--- src/rtl/piso_pkg.sv ---
// Shared types, frame geometry and round-robin pick for the PISO sequencer.
// PISO_PARITY_EN appends one even-parity bit to every frame.
package piso_pkg;

  typedef enum logic {IDLE = 1'b0, SHIFT = 1'b1} state_t;

  localparam int unsigned W_DEF = 4;
`ifdef PISO_PARITY_EN
  localparam int unsigned PAR_BITS = 1;
`else
  localparam int unsigned PAR_BITS = 0;
`endif
  localparam int unsigned FRAME_LEN = W_DEF + PAR_BITS;

  // Fixed-width search space so one function serves any NREQ up to MAX_REQ
  localparam int unsigned MAX_REQ = 16;
  localparam int unsigned IDX_W   = 4;

  typedef struct packed {
    logic             found;
    logic [IDX_W-1:0] idx;
  } pick_t;

  // First valid requester at or after ptr, wrapping modulo nreq
  function automatic pick_t rr_pick(input logic [MAX_REQ-1:0] valid,
                                    input logic [IDX_W-1:0]   ptr,
                                    input int unsigned        nreq);
    pick_t       p;
    int unsigned i;
    p = '0;
    for (int unsigned off = 0; off < MAX_REQ; off++) begin
      i = (32'(ptr) + off) % nreq;
      if (off < nreq && !p.found && valid[IDX_W'(i)]) begin
        p.found = 1'b1;
        p.idx   = IDX_W'(i);
      end
    end
    return p;
  endfunction

endpackage

--- src/rtl/piso_shift.sv ---
// W-bit parallel-load / shift-left register; sl=1 loads, sl=0 shifts in zero.
module piso_shift #(
  parameter int unsigned W = 4
) (
  input  logic         clk,
  input  logic         rst_n,
  input  logic         sl,
  input  logic         en,
  input  logic [W-1:0] din,
  output logic         sout
);

  logic [W-1:0] q;

  always_ff @(posedge clk or negedge rst_n) begin
    if (!rst_n) begin
      q <= '0;
    end else if (en) begin
      if (sl) q <= din;
      else    q <= {q[W-2:0], 1'b0};
    end
  end

  assign sout = q[W-1];

endmodule

--- src/rtl/piso_arb_ctrl.sv ---
// Round-robin arbiter and sequencer feeding nibbles MSB-first into the serial stream.
// Build with PISO_PARITY_EN to append an even-parity bit to every frame.
module piso_arb_ctrl
  import piso_pkg::*;
#(
  parameter int unsigned W    = W_DEF,
  parameter int unsigned NREQ = 2,
  parameter int unsigned SW   = $clog2(NREQ)
) (
  input  logic              clk,
  input  logic              rst_n,
  input  logic [NREQ-1:0]   req_valid,
  input  logic [NREQ*W-1:0] req_data,
  output logic [NREQ-1:0]   req_ready,
  output logic              ser_out,
  output logic              ser_valid,
  output logic              ser_first,
  output logic              ser_last,
  output logic [SW-1:0]     ser_src,
  output logic              busy
);

  localparam int unsigned FL     = W + PAR_BITS;
  localparam int unsigned CW     = $clog2(FL + 1);
  localparam int unsigned DIDX_W = $clog2(NREQ * W);
  localparam logic [CW-1:0] LAST = CW'(FL - 1);

  state_t        state_q, state_d;
  logic [CW-1:0] cnt_q, cnt_d;
  logic [SW-1:0] ptr_q, ptr_d;
  pick_t         pick;
  logic          accept_win, hs, sl, sh_en, sout;
  logic [W-1:0]  sel_data;

  assign accept_win = (state_q == IDLE) || (state_q == SHIFT && cnt_q == LAST);

  // Grant and data mux; ready is forced low while reset is asserted
  always_comb begin
    pick      = rr_pick(MAX_REQ'(req_valid), IDX_W'(ptr_q), NREQ);
    hs        = accept_win && pick.found;
    sel_data  = '0;
    req_ready = '0;
    for (int unsigned i = 0; i < NREQ; i++) begin
      if (pick.idx == IDX_W'(i)) begin
        sel_data          = req_data[DIDX_W'(i * W) +: W];
        req_ready[SW'(i)] = hs && rst_n;
      end
    end
  end

  always_comb begin
    state_d = state_q;
    cnt_d   = cnt_q;
    ptr_d   = ptr_q;
    sl      = 1'b0;
    sh_en   = 1'b0;
    if (hs) begin
      state_d = SHIFT;
      cnt_d   = '0;
      ptr_d   = SW'((32'(pick.idx) + 32'd1) % NREQ);
      sl      = 1'b1;
      sh_en   = 1'b1;
    end else if (state_q == SHIFT) begin
      sh_en = 1'b1;
      if (cnt_q == LAST) begin
        state_d = IDLE;
        cnt_d   = '0;
      end else begin
        cnt_d = cnt_q + 1'b1;
      end
    end
  end

  always_ff @(posedge clk or negedge rst_n) begin
    if (!rst_n) begin
      state_q   <= IDLE;
      cnt_q     <= '0;
      ptr_q     <= '0;
      ser_valid <= 1'b0;
      ser_first <= 1'b0;
      ser_last  <= 1'b0;
      ser_src   <= '0;
    end else begin
      state_q   <= state_d;
      cnt_q     <= cnt_d;
      ptr_q     <= ptr_d;
      ser_valid <= (state_d == SHIFT);
      ser_first <= hs;
      ser_last  <= (state_d == SHIFT) && (cnt_d == LAST);
      if (hs) ser_src <= SW'(pick.idx);
    end
  end

  assign busy = ser_valid;

  piso_shift #(.W(W)) u_shift (
    .clk   (clk),
    .rst_n (rst_n),
    .sl    (sl),
    .en    (sh_en),
    .din   (sel_data),
    .sout  (sout)
  );

`ifdef PISO_PARITY_EN
  logic par_q;

  // Parity of the loaded nibble, sent once the data bits have drained
  always_ff @(posedge clk or negedge rst_n) begin
    if (!rst_n)  par_q <= 1'b0;
    else if (hs) par_q <= ^sel_data;
  end

  assign ser_out = (cnt_q == CW'(W)) ? par_q : sout;
`else
  assign ser_out = sout;
`endif

endmodule
--- config.mk ---
export PLATFORM = sky130hd
export DESIGN_NAME = piso_arb_ctrl
export DESIGN_NICKNAME = d
export VERILOG_FILES = /design/src/rtl/piso_pkg.sv /design/src/rtl/piso_shift.sv /design/src/rtl/piso_arb_ctrl.sv
export SDC_FILE = /design/constraint.sdc
export NUM_CORES = 1
export LEC_CHECK = 0
export CAP_MARGIN = 20
export CORE_MARGIN = 1.5
export CORE_UTILIZATION = 42
export CTS_CLUSTER_DIAMETER = 30
export DETAILED_ROUTE_END_ITERATION = 12
export GPL_TIMING_DRIVEN = 0
export PLACE_DENSITY_LB_ADDON = 0.08
export SKIP_LAST_GASP = 1
export SLEW_MARGIN = 0
export SYNTH_ARGS = -nofsm -noshare
export SYNTH_HDL_FRONTEND = slang
export SYNTH_SLANG_ARGS = --single-unit
--- constraint.sdc ---
create_clock -name clk -period 2.16 [get_ports clk]
set_clock_uncertainty 0.2 [all_clocks]
set_input_delay 0.432 -clock clk [delete_from_list [all_inputs] [get_ports clk]]
set_output_delay 0.432 -clock clk [all_outputs]
set_load 0.02 [all_outputs]
==> impl_metrics.json, run 1 <==
{
  "status": "complete, but fails checks",
  "violations": "setup timing",
  "synth_cells": 53,
  "synthFlopType": "dfrtp_1",
  "postCtsHoldBufs": 0,
  "p_leak_nw": 0.418,
  "yosys-top-cells-area": "dfrtp_1, nand4_1, nand2_1",
  "grt_use_total_pct": 21.4,
  "cp.arrival_ns": 1.53,
  "syn-num-nets": 66,
  "area_growth_pct": 56.1,
  "row_count": 13,
  "cp-startpoint": "cnt_q[1]",
  "io_buffers": 19,
  "synth_top_area_cell": "dfrtp_1",
  "yosysMostFrequentCell": "dfrtp_1",
  "clkTransAtPathRegs_ns": 0.07,
  "grt_max_degree": 15,
  "cts_sinks": 12,
  "synth_seq_area_share_pct": 53.2,
  "final_cells": 99,
  "grt_overflow": 0,
  "synth-edff-count": 0,
  "vias": 527,
  "synth_area_sq_um": 564,
  "first_pass_iters": 4,
  "cp_slowest_cell": "dfrtp_1",
  "ctsRootBufferMaster": "clkbuf_4",
  "layout.nets": 99,
  "max-slew-margin-rel_pct": 61.5,
  "place_hpwl_microns": 864,
  "antenna_found_initial": 0,
  "first_global_vias": 493,
  "clkPwrFrac_pct": 13.3,
  "cts_buffers": 3,
  "die_width_microns": 39.7,
  "ys_ff_latch": 12,
  "hold_viol": 0,
  "combinationalPowerShare_pct": 53.1,
  "post-route-drc-count": 0,
  "path_cells": "ha_2, inv_2, o21ai_4, and3_4, and2_4, buf_6",
  "finalPower_mw": 1.05,
  "placed_cells": 87,
  "period_minus_slack_ns": 2.16,
  "clock_latency_ns": 0.27,
  "tritoncts": "yes",
  "pin_count": 20,
  "yosysWarnings": 0,
  "utilization_pct": 69.4,
  "initial_core_util_pct": 44.5,
  "worst_slack_ns": -0.00445,
  "htree_levels": 1,
  "tightest_slew_ns": 0.577,
  "post-route-period-util_pct": 100,
  "hp-class": "primary input to asynchronous set/reset pin",
  "synth_top_area_share_pct": 53.2,
  "dp_slack_ns": -0.628,
  "ir_drop_v": 0.000654,
  "p_switching_mw": 0.375,
  "powerDensity_nw_per_um2": 1190,
  "ys_types": 24,
  "yosys-top-cells-count": "dfrtp_1, nand2_1, nand4_1",
  "swShare_pct": 35.7,
  "placed_area_sq_um": 773,
  "grt_first_pass_wirelength_mm": 2.08,
  "setup_viol": 1,
  "holdWs_ns": 0.0563,
  "design_area_sq_um": 881,
  "worstRegToRegCells": 6,
  "drt-total-wl_mm": 1.34,
  "dieArea_sq_um": 1570,
  "cap_violations": 0,
  "finalMaxSlewViolations": 0,
  "ys_async_sr_fraction_pct": 100,
  "crit_type": "register to output pin",
  "r2r_start": "cnt_q[1]",
  "critPathRequiredTime_ns": 1.53,
  "critPathCaptureType": "output pin",
  "cp_max_fo": 4,
  "antenna_left": 0,
  "drt_iter0_drc": 12,
  "wire_per_inst_microns": 13.5,
  "fmax_ghz": 0.462,
  "die_h_microns": 39.7,
  "vias_per_cell": 5.32,
  "fin_tns_setup_ns": -0.00445,
  "rsz0062_at_grt": "true",
  "cts_buffer_depth": 2,
  "p_int_mw": 0.676,
  "layout-drive-gt1-share_pct": 29.8,
  "postSynthAreaPerCell_sq_um": 10.6,
  "core_sq_um": 1270,
  "place_congestion": 0.665,
  "critPathLaunchType": "register",
  "critical-path-max-stage-delay_ns": 0.36,
  "seqPwrFrac_pct": 33.6,
  "antenna_cells": 0
}
-- critical path: cells and delay by family, from the launching register on --
kind | cells | cell delay (ns)
fa+ha+maj | 1 | 0.19
buf+inv | 2 | 0.16
compound gates | 1 | 0.20
simple gates | 2 | 0.36
flops | 1 | 0.36
-- layer usage --
metal	part of all wire [%]	global-route usage, %
met2	50	34.0
met3	6.0	7.95
met5	0	0
met1	41	23.1
met4	2.9	14.7
-- cells in the final DEF (no fill, tap or decap), drive strengths merged, types with 2 or more instances in the layout --
master / synthesis / routed
dlygate4sd2: 0 / 3
clkdlybuf4s50: 0 / 14
o21ai: 2 / 2
and3: 3 / 3
clkbuf: 0 / 3
nand2: 6 / 6
buf: 1 / 12
inv: 3 / 3
o22ai: 3 / 3
nor2: 2 / 2
nand4: 6 / 6
and2: 2 / 2
a21o: 2 / 2
o211ai: 3 / 3
dfrtp: 12 / 12
-- state kept, by name, indices dropped and copies added (netlist names) --
signal	flops
cnt_q	3
busy	1
ptr_q	1
u_shift.q	4
ser_last	1
ser_first	1
ser_src	1
-- power by group through the flow --
stage               sequential (mW)  combinational, mW  clock, mW
floorplan                     0.393              0.227          0
global placement              0.354              0.411          0
detailed placement            0.358              0.418          0
CTS                           0.354              0.508      0.137
global route                  0.361              0.602      0.151
finish                        0.353              0.559      0.140
-- path summary, 6_finish.rpt --
check,endpoint,slack [ns]
min reg2reg,ser_src,0.29
min in group clk,ser_src,0.29
min,u_shift.q[2],0.06
max reg2reg,u_shift.q[0],0.44
max in group asynchronous,busy,1.29
max,req_ready[1],-0.004
-- area by class of cell --
cell class	instances	area, sq um
buffer	1	7.51
clock buffer	3	22.5
fill	98	388
inverter	3	11.3
multi-input combinational	37	263
sequential	12	302
tap	15	18.8
timing repair buffer	28	256
-- cell families (layout without fill, tap and decap cells) --
family                     after synthesis  in the layout  synth area share (%)
xor gates and xnor gates                 2              2                  3.10
buffers and inverters                    4             35                  3.33
AOI/OAI and AO/OA                       13             13                  17.3
adders and majority gates                1              1                  2.22
and+or+nand+nor                         21             21                  20.8
DFF                                     12             12                  53.2
-- repair_timing --
item                                   in CTS  in global routing
setup buffers                               6                  3
gates resized for setup                    21                  1
pin swaps                                   4                  2
setup endpoints to repair                   2                  3
endpoints found under the hold margin       0                  0
Note: power is estimated with default switching activity, not from simulation.
==> inputs of run 2 (changes only) <==
Settings changed: RECOVER_POWER set to 50.
==> results of run 2 <==
Final layout, timing and power as in run 1 (identical DEF).
==> variant 1 (config.mk and constraints of run 2) <==
The option `PISO_PARITY_EN` is turned on by a define.
--- a/src/rtl/piso_pkg.sv
+++ b/src/rtl/piso_pkg.sv
@@ -1,5 +1,7 @@
 // Shared types, frame geometry and round-robin pick for the PISO sequencer.
 // PISO_PARITY_EN appends one even-parity bit to every frame.
+`define PISO_PARITY_EN
+
 package piso_pkg;
 
   typedef enum logic {IDLE = 1'b0, SHIFT = 1'b1} state_t;
Formal check against the unedited RTL: not equivalent (Yosys sat finds a counterexample within 10 cycles, from zero or initial values and one cycle with rst_n low).
==> variant 1 against run 2 <==
The run still ends with negative setup slack left. Highest routed layer unchanged. Via count increased by 15%. Final area increased by 18%. Setup slack got worse by 0.0048 ns. Area after synthesis increased by 27%. Routed wire length increased by 9.0%. Clock power increased by 4%. Sequential cell count increased by 1. Total power increased by 11%.
==> variant 1: results (changes against run 2) <==
- Part of the Yosys area used for sequential elements: 45.53% (was 53.22%)
- The max-slew headroom at the worst pin is 60.21% (was 61.50%).
* Wire length on met1: 711 µm (was 546 µm)
* Static leakage: 0.4770 nW (was 0.4180 nW)
* Count of cell types in the netlist: 28 (was 24)
- The worst stage delay on the critical path is 0.29 ns (was 0.36 ns).
- The routability congestion estimate is 0.7249 (was 0.6647).
* Setup slack after placement: -0.7644 ns (was -0.6283 ns)
* Post-Syn Nets: 81 (was 66)
- The switching portion of total power is 36.51% (was 35.68%).
- The first-pass GRT wire length was 2.518 mm (was 2.076 mm).
- The number of setup violations in the final report came to 1 (unchanged).
- The total wire length after detailed routing was 1.460 mm (was 1.339 mm).
* Met3 track demand over resource: 6.531% (was 7.955%)
- The fill cell total of the finished layout is 121 (was 98).
- The kind of cell with the highest combined delay on the critical path is buffers and inverters (was flip-flops).
- The detailed-route vias per instance came to 5.278 (was 5.323).
- Post-Synth XOR/XNOR Area: 7.356% (was 3.104%)
- CP max stage cell: sky130_fd_sc_hd__clkdlybuf4s15_1 (was sky130_fd_sc_hd__dfrtp_1)
* Worst reg2reg setup slack: 0.27 ns (was 0.44 ns)
* Result of the run: finished, violations left (unchanged)
- The overall routing resource usage was 17.88% (was 21.37%).
- Routed length on met3: 74 µm (was 80 µm)
- The detailed-routed wire length on met2 came to 643 µm (was 672 µm).
- The peak supply drop came to 0.6631 mV (was 0.6539 mV).
- Violated checks: negative setup slack (unchanged).
* Number of global-route vias before repair: 576 (was 493)
- The final worst slack came to -0.009278 ns (was -0.004452 ns).
- Maximum number of pins on one net before global-route repair: 16 (was 15)
- The fraction of final layout cells sized beyond drive strength 1 came to 29.29% (was 29.76%).
- Leading cell types by count after synthesis: sky130_fd_sc_hd__dfrtp_1 (13), sky130_fd_sc_hd__nand2_1 (7), sky130_fd_sc_hd__inv_1 (6) (was sky130_fd_sc_hd__dfrtp_1 (12), sky130_fd_sc_hd__nand2_1 (6), sky130_fd_sc_hd__nand4_1 (6))
## variant 1: per-stage QoR
step	hold WS [ns]	area, µm²	setup TNS [ns]	instances
after floorplan	-0.06359	714.4	0	67
after global placement	0.2674	924.6	-1.805	102
after detailed placement	0.2727	924.6	-1.815	102
after CTS	0.09402	1015	-0.08781	113
after global routing	0.09303	1042	-0.1374	115
final	0.03888	1042	-0.009278	115
## variant 1: power by group through the flow
| stage | sequential (mW) | clock, mW | combinational [mW] |
|---|---|---|---|
| global placement | 0.412 | 0 | 0.475 |
| floorplan | 0.426 | 0 | 0.310 |
| global route | 0.424 | 0.164 | 0.669 |
| finish | 0.409 | 0.145 | 0.611 |
| CTS | 0.407 | 0.153 | 0.557 |
| detailed placement | 0.416 | 0 | 0.481 |
## variant 1: worst max path at each step
stage	end	slack, ns	cells after the start
finish	req_ready[1]	-0.009	7
global route	req_ready[0]	-0.07	7
CTS	req_ready[0]	-0.05	7
detailed placement	req_ready[0]	-0.76	5
global placement	req_ready[0]	-0.76	5
floorplan	req_ready[1]	0.20	6
## variant 1: logic make-up after synthesis
group,count (synthesis)
flops,13
compound gates,17
xor+xnor,6
simple gates,15
fa+ha+maj,2
mux,6
buf+inv,8
## variant 1: layout make-up
type / instances / area share, %
clock buffers: 4 / 2.521
inverters: 7 / 3.001
repair buffers: 28 / 24.37
plain buffers: 1 / 0.7203
multi-input cells: 46 / 36.13
well taps: 16 / 1.921
flip-flops and latches: 13 / 31.33
## variant 1: timing repair
action                     in CTS  in global routing
setup buffers                   7                  2
gates resized for setup        24                  5
pin swaps                       3                  0
setup endpoints to repair       4                  3
==> variant 2 (flow settings as in run 2) <==
Without the edit above. Change the package constant `W_DEF` from 4 to 2.
--- a/src/rtl/piso_pkg.sv
+++ b/src/rtl/piso_pkg.sv
@@ -4,7 +4,7 @@
 
   typedef enum logic {IDLE = 1'b0, SHIFT = 1'b1} state_t;
 
-  localparam int unsigned W_DEF = 4;
+  localparam int unsigned W_DEF = 2;
 `ifdef PISO_PARITY_EN
   localparam int unsigned PAR_BITS = 1;
 `else
Ports: changed (resized req_data); port bits go from 20 to 16. The function was not compared with the original's and may differ.
==> variant 2 against run 2 <==
Setup slack gained 0.11 ns. Area after synthesis decreased by 23%. Routed wire length decreased by 25%. Sequential share of layout area grew 0.18 points. Total power is 27% lower. Non-clock buffer count shrank 8. Final area fell by 25%. Sequential cell count fell by 3. Global-route usage decreased by 0.85 points. Highest routed layer unchanged.
==> variant 2: results (changes against run 2) <==
* # nets final: 71 (was 99)
* Routed length on met3: 35 µm (was 80 µm)
- Fraction of layout instances using a drive strength above 1: 29.03% (was 29.76%)
* Worst supply voltage drop on vdd: 0.6204 mV (was 0.6539 mV)
- The setup slack at placement was -0.6252 ns (was -0.6283 ns).
* Count of cell types in the netlist: 20 (was 24)
- CTS Root Buffer Type: sky130_fd_sc_hd__clkbuf_2 (was sky130_fd_sc_hd__clkbuf_4)
- The cell area after placement came to 599.3 µm² (was 773.2 µm²).
- The source-to-sink clock delay at the later pin of the worst-skew pair came to 0.25 ns (was 0.27 ns).
* RePlAce Congestion: 0.7796 (was 0.6647)
* Met2 capacity usage during global routing: 33.49% (was 34.02%)
- The net switching power figure was 0.2961 mW (was 0.3751 mW).
* Met3 track demand over resource: 5.769% (was 7.955%)
- Length of routed met2 wiring: 523 µm (was 672 µm)
- Wire length on met1: 405 µm (was 546 µm)
- Worst Hold Slack: 0.01235 ns (was 0.05634 ns)
- Routing usage on met1: 23.05% (was 23.10%)
* Result of the run: complete, no violations (was finished, violations left)
- Worst reg2reg setup slack: 0.61 ns (was 0.44 ns)
- The sequential share of the synthesized area came to 52.02% (was 53.22%).
- # port buffers: 15 (was 19)
* Fillers: 76 (was 98)
* Critical Path Start: busy$_DFF_PN0_ (was cnt_q[1]$_DFF_PN0_)
- Post-Synth XOR/XNOR Area: 0% (was 3.104%)
- Static leakage: 0.3022 nW (was 0.4180 nW)
- Synth Area in Compound Gates: 19.94% (was 17.29%)
- Number of placed instances, taps included: 66 (was 87)
- Post-synthesis area per instance: 11.39 µm² (was 10.65 µm²)
## variant 2: cell count changes after synthesis, sizes merged, moves of 2 or more
cell    before  now
and3         3    0
nand2        6    4
o21bai       0    2
a221oi       0    2
o21ai        2    0
o211ai       3    0
o22ai        3    0
dfrtp       12    9
nand3b       0    2
nand4        6    0
nor2b        0    2
## variant 2: layout make-up
type	count	area share, %
flip-flops and latches	9	34.41
multi-input cells	24	30.99
repair buffers	20	25.86
clock buffers	4	2.852
well taps	13	2.471
inverters	4	2.281
plain buffers	1	1.141
## variant 2: power groups by stage
stage	Combinational, mW	Sequential (mW)	Clock, mW
after floorplan	0.149	0.322	0
after global placement	0.322	0.275	0
after detailed placement	0.332	0.282	0
after CTS	0.345	0.283	0.110
after global routing	0.413	0.292	0.121
final	0.382	0.279	0.107
## variant 2: kinds of logic (layout without fill, tap and decap cells)
family | count (synthesis) | after routing
AND/OR/NAND/NOR | 15 | 15
buffers and inverters | 5 | 29
AO/OA/AOI/OAI | 9 | 9
flip-flops | 9 | 9
